**src/rtl/dmem_bus_master.sv**
```systemverilog
// MEM-stage data-memory master: turns a load/store into one Wishbone-classic
// transfer, freezing the pipeline while it is outstanding.
module dmem_bus_master #(
  parameter int unsigned TIMEOUT = 255
) (
  input  logic        clk,
  input  logic        reset,
  input  logic        mem_read_mem,
  input  logic        mem_write_mem,
  input  logic [2:0]  fun3_mem,
  input  logic [31:0] addr_mem,
  input  logic [31:0] wdata_mem,
  output logic [31:0] rdata_mem,
  output logic        stall_pipl,
  output logic        misaligned_mem,
  output logic        bus_err_mem,
  output logic        wb_cyc_o,
  output logic        wb_stb_o,
  output logic        wb_we_o,
  output logic [31:0] wb_adr_o,
  output logic [31:0] wb_dat_o,
  output logic [3:0]  wb_sel_o,
  input  logic [31:0] wb_dat_i,
  input  logic        wb_ack_i,
  input  logic        wb_err_i
);

  typedef enum logic [1:0] {IDLE, BUS, DONE} state_e;
  typedef enum logic [1:0] {SZ_B, SZ_H, SZ_W} size_e;

  localparam logic [7:0] TIMEOUT_M1 = 8'(TIMEOUT - 1);

  state_e      state_q;
  size_e       size_q;
  logic [7:0]  cnt_q;
  logic        cyc_q;
  logic        we_q;
  logic [31:0] adr_q;
  logic [31:0] dat_q;
  logic [3:0]  sel_q;
  logic [1:0]  off_q;
  logic        uns_q;
  logic [31:0] rdata_q;
  logic        err_q;

  logic        req;
  logic        misaligned;
  size_e       size_d;
  logic [3:0]  sel_d;
  logic [31:0] dat_d;
  logic [31:0] shifted;
  logic [31:0] load_data_d;

  // NOTE: every signal gets a default at the top of always_comb so no path
  // leaves it unassigned, which would otherwise infer a latch.
  always_comb begin
    req    = mem_read_mem | mem_write_mem;
    size_d = SZ_W;
    sel_d  = 4'b1111;
    dat_d  = wdata_mem;
    // fun3[1:0] alone selects the size; 011/110/111 fall through to W.
    unique case (fun3_mem[1:0])
      2'b00: begin
        size_d = SZ_B;
        sel_d  = 4'b0001 << addr_mem[1:0];
        dat_d  = {4{wdata_mem[7:0]}};
      end
      2'b01: begin
        size_d = SZ_H;
        sel_d  = 4'b0011 << addr_mem[1:0];
        dat_d  = {2{wdata_mem[15:0]}};
      end
      default: ;
    endcase
    misaligned = ((size_d == SZ_H) & addr_mem[0]) |
                 ((size_d == SZ_W) & (|addr_mem[1:0]));

    shifted     = wb_dat_i >> {off_q, 3'b000};
    load_data_d = shifted;
    unique case (size_q)
      SZ_B:    load_data_d = {{24{~uns_q & shifted[7]}},  shifted[7:0]};
      SZ_H:    load_data_d = {{16{~uns_q & shifted[15]}}, shifted[15:0]};
      default: ;
    endcase
  end

  // NOTE: sequential state is written with non-blocking assignments only, so
  // every register samples pre-edge values regardless of statement order.
  always_ff @(posedge clk) begin
    if (reset) begin
      state_q <= IDLE;
      size_q  <= SZ_W;
      cnt_q   <= '0;
      cyc_q   <= 1'b0;
      we_q    <= 1'b0;
      adr_q   <= '0;
      dat_q   <= '0;
      sel_q   <= '0;
      off_q   <= '0;
      uns_q   <= 1'b0;
      rdata_q <= '0;
      err_q   <= 1'b0;
    end else begin
      err_q <= 1'b0;
      unique case (state_q)
        IDLE: begin
          if (req && !misaligned) begin
            state_q <= BUS;
            cyc_q   <= 1'b1;
            we_q    <= mem_write_mem;
            adr_q   <= {addr_mem[31:2], 2'b00};
            sel_q   <= sel_d;
            dat_q   <= dat_d;
            off_q   <= addr_mem[1:0];
            size_q  <= size_d;
            uns_q   <= fun3_mem[2];
            cnt_q   <= '0;
          end
        end
        BUS: begin
          cnt_q <= cnt_q + 8'd1;
          // Error beats a simultaneous ack; an ack in the last allowed cycle beats timeout.
          if (wb_err_i || (!wb_ack_i && cnt_q == TIMEOUT_M1)) begin
            rdata_q <= '0;
            err_q   <= 1'b1;
            cyc_q   <= 1'b0;
            state_q <= DONE;
          end else if (wb_ack_i) begin
            if (!we_q) rdata_q <= load_data_d;
            cyc_q   <= 1'b0;
            state_q <= DONE;
          end
        end
        // Request inputs still show the retiring instruction here; ignore them.
        default: state_q <= IDLE;
      endcase
    end
  end

  assign stall_pipl     = ~reset & (((state_q == IDLE) & req & ~misaligned) |
                                    (state_q == BUS));
  assign misaligned_mem = ~reset & (state_q == IDLE) & req & misaligned;
  assign bus_err_mem    = err_q;
  assign rdata_mem      = rdata_q;
  assign wb_cyc_o       = cyc_q;
  assign wb_stb_o       = cyc_q;
  assign wb_we_o        = we_q;
  assign wb_adr_o       = adr_q;
  assign wb_dat_o       = dat_q;
  assign wb_sel_o       = sel_q;

endmodule

```
**config.mk**
```make
export PLATFORM = sky130hd
export DESIGN_NAME = dmem_bus_master
export DESIGN_NICKNAME = d
export VERILOG_FILES = /design/src/rtl/dmem_bus_master.sv
export SDC_FILE = /design/constraint.sdc
export NUM_CORES = 1
export LEC_CHECK = 0
export ABC_AREA = 1
export ABC_CLOCK_PERIOD_IN_PS = 1600
export BUFFER_PORTS_ARGS = -buffer_cell sky130_fd_sc_hd__buf_2
export CORE_ASPECT_RATIO = 0.8
export CORE_MARGIN = 2
export CORE_UTILIZATION = 40
export CTS_BUF_LIST = sky130_fd_sc_hd__clkbuf_8
export CTS_CLUSTER_SIZE = 14
export DETAILED_ROUTE_END_ITERATION = 10
export GPL_TIMING_DRIVEN = 0
export PLACE_DENSITY_LB_ADDON = 0.25
export SLEW_MARGIN = 10
export SYNTH_ARGS = -nofsm -noshare
export SYNTH_HDL_FRONTEND = slang
export SYNTH_SLANG_ARGS = --single-unit
```
**constraint.sdc**
```tcl
create_clock -name clk -period 1.6 [get_ports clk]
set_input_delay 0.24 -clock clk [delete_from_list [all_inputs] [get_ports clk]]
set_output_delay 0.24 -clock clk [all_outputs]
set_load 0.02 [all_outputs]
```
==> key figures <==
Detailed routing
  – DR vias: 5,976
  – WL/cell: 14.7 µm
  – Via density: 4.97
  – Detailed Routing Iterations Pass 1: 5
  – Detailed Route WL: 17,700 µm
  – DR iter-0 viols: 525
  – Post-route ant nets: 0
  – DRC Markers: 0

CTS
  – H-tree depth: 4
  – Clk Latency, worst-skew pair: 0.44 ns
  – Clock root cell: clkbuf_8
  – Max Buffers Root-to-Sink: 2
  – Clk pin slew, worst setup/hold paths: 0.09 ns
  – Clock sinks: 116
  – CTS tree: built
  – CTS buffer count: 17

Placement
  – PortBufs: 207
  – Gpl congestion: 0.970
  – Placed Area: 6690 µm²
  – Inst Count DP: 1,158
  – DPL Wire Length: 13,000 µm
  – Post-Place Setup Slack: -0.131 ns

STA
  – Max Slew Vio Count: 0
  – Fin crit period: 1.69 ns
  – Hold Violations, Final: 0
  – RSZ-0062 raised after global routing: yes
  – Worst setup margin: -0.0939 ns
  – Final setup violating endpoints: 1
  – Setup TNS: -0.0939 ns
  – Slew HR: 49.8%
  – WHS: 0.0128 ns
  – Period Utilization, post-route: 106%
  – FMAX: 590 MHz
  – Worst-Margin Slew: 0.753 ns
  – Final Skew: 0.0166 ns

Yosys
  – Cell variety after synth: 36
  – Synth top area cells: dfxtp_1 43%, nand2_1 16%, a21oi_1 8.4%
  – Adder-cell area share of the yosys netlist: 0.461%
  – Post-Syn Instances: 770
  – Synth Area in Compound Gates: 18.0%
  – Flops & latches, synth: 116
  – Largest family of logic cells by synthesized area: simple AND/OR/NAND/NOR gates
  – Cell taking the most area after synthesis: dfxtp_1
  – Post-synthesis cell area: 5430 µm²
  – Main synth FF type: dfxtp_1
  – Post-synth top area share: 42.8%
  – Synth async-reset ratio: 0%
  – Register area share after synthesis: 42.8%
  – Fraction of synthesized cell area in xor and xnor cells: 0.161%
  – Simple-gate share of the synthesized area: 31.0%
  – Syn Area/Cell: 7.05 µm²
  – Mux contribution to synthesized area: 0%
  – EDFF count, synth: 0
  – Synth warnings: 0

Cells and area
  – Area grow syn2layout: 34.5%
  – Fin util: 54.5%
  – Area of all placed cells without fillers: 7300 µm²
  – Layout Cells excl Fill: 1,202
  – Diode count: 0
  – Share of layout cells above drive strength 1: 32.4%
  – NumNets Final: 1,116

Power
  – Switch Pwr: 2.64 mW
  – Comb power frac: 21.9%
  – Cell leakage power: 3.50 nW
  – Clock network power share: 38.7%
  – Int Power: 5.47 mW
  – Switching portion of total power: 32.5%
  – Power Dens Cells: 1110 nW/µm²
  – Total power: 8.11 mW
  – Sequential share of power: 39.4%
  – Peak supply drop: 0.578 mV

Setup path
  – Worst path most repeated cell: nor2_4
  – Critical path required time: 1.36 ns
  – Kind of cell adding the most delay to the critical path: flip-flops
  – CP arrival: 1.45 ns
  – Slowest stage delay, CP: 0.35 ns
  – Critical-path cell list: nor2_4 -> o21ai_2 -> nor2_4 -> buf_6 -> nor2_4 -> nor2_1 -> buf_4
  – Setup crit start kind: register
  – Slowest CP cell: dfxtp_4
  – CP max FO: 2
  – Worst Setup End Kind: primary output
  – CP bufs+invs: 2
  – Crit Path Class: reg -> out

Outcome
  – Status: complete, but fails checks
  – Failing checks: negative setup slack

Global routing
  – Total GRT Usage: 24.1%
  – Pin count of the biggest net entering global routing: 17
  – GRT Residual Overflow: 0
  – Global-route wire length before repair: 27,300 µm
  – Vias in the first global route: 5,380
  – Initial antenna violation count: 0

Floorplan
  – Die X: 134 µm
  – Core footprint: 13,400 µm²
  – Total die area: 14,500 µm²
  – FP Rows: 38
  – Height of the die: 108 µm
  – Initial cell density of the core: 40.5%
  – # IOs: 211

Run
  – MaxCap Viol Count: 0

Hold path
  – Worst Hold Class: in -> reg
## repair_timing
action	CTS	global route
setup buffers	5	2
cloned	0	1
resized for setup	12	10
hold endpoints to repair	3	1
hold buffers	3	1
pin swaps	2	0
setup endpoints to repair	31	33
## cell type report
| cell class | instances | area, µm² |
|---|---|---|
| Buffer | 56 | 357 |
| Timing Repair Buffer | 219 | 1140 |
| Clock inverter | 15 | 219 |
| Tap cell | 180 | 225 |
| Clock buffer | 17 | 234 |
| Multi-Input combinational cell | 578 | 2720 |
| Sequential cell | 116 | 2330 |
| Fill cell | 1359 | 6110 |
| Inverter | 21 | 80.1 |
## Yosys cell counts, types with 2 or more instances
master and count:
inv_1 14, dfxtp_1 116, buf_1 2, nor2_1 98
buf_2 21, clkbuf_1 17, nand3_1 53, buf_4 7
o211ai_2 8, ha_1 2, or2_2 9, a21oi_1 91
buf_6 9, o21ai_1 6, a21oi_2 8, o211ai_1 5
o21ai_0 50, inv_2 6, nand2_1 230, nor2_4 2
## layer usage
layer / global-route usage, % / share of wire [%] / wire (µm) / vias up
met3: 6.42 / 8.5 / 1510 / 28
met2: 37.2 / 44 / 7870 / 259
met4: 7.07 / 1.5 / 259 / 0
met5: 0 / 0 / 0 / -
li1: - / - / - / 2993
met1: 33.3 / 46 / 8060 / 2696
## worst register-to-register path, delay by kind of cell (launching register included)
kind	cells	cell delay (ns)
buffers and inverters	4	0.62
AO/OA/AOI/OAI	2	0.36
flip-flops	1	0.31
AND/OR/NAND/NOR	2	0.15
## worst paths after layout
path,cells past startpoint,to,startpoint,slack (ns)
min reg2reg,2,rdata_mem[14],rdata_mem[14],0.46
min,3,wb_adr_o[11],addr_mem[11],0.01
max,7,stall_pipl,state_q[1],-0.09
max reg2reg,8,rdata_mem[3],off_q[1],0.04
## layout by cell type (no fill, tap or decap), types with 2 or more instances in the layout
master	Yosys	layout
a21oi_1	91	91
a21oi_2	8	8
buf_2	21	221
buf_4	7	18
buf_6	9	11
bufinv_16	0	4
clkbuf_1	17	17
clkbuf_4	0	3
clkbuf_8	0	17
clkinv_4	0	5
conb_1	1	2
dfxtp_1	116	113
dfxtp_4	0	2
dlygate4sd3_1	0	4
ha_1	2	2
inv_1	14	14
inv_2	6	6
inv_6	0	5
nand2_1	230	229
nand3_1	53	53
nand3_4	1	2
nor2_1	98	97
nor2_4	2	3
o211ai_1	5	5
o211ai_2	8	8
o21ai_0	50	50
o21ai_1	6	6
or2_2	9	9
## flip-flops by register name, summed over array words and instances (netlist names)
| register | flops |
|---|---|
| rdata_mem | 32 |
| size_q | 2 |
| uns_q | 1 |
| wb_cyc_o | 1 |
| wb_adr_o | 30 |
| wb_we_o | 1 |
| bus_err_mem | 1 |
| cnt_q | 8 |
| off_q | 2 |
| wb_sel_o | 4 |
| wb_dat_o | 32 |
| state_q | 2 |
## power groups by stage
stage                     Clock [mW]  Combinational, mW  Sequential, mW
after floorplan                    0              0.870            3.48
after global placement             0               1.70            3.25
after detailed placement           0               1.71            3.25
after CTS                       3.17               1.75            3.19
after global routing            3.33               1.95            3.22
final                           3.14               1.78            3.19
## logic make-up after synthesis
family | after synthesis
XOR/XNOR | 1
AND/OR/NAND/NOR | 401
buffers and inverters | 77
AO/OA/AOI/OAI | 172
adder cells (fa/ha/maj) | 2
flip-flops | 116
other | 1
Note: power is estimated with default switching activity, not from simulation.
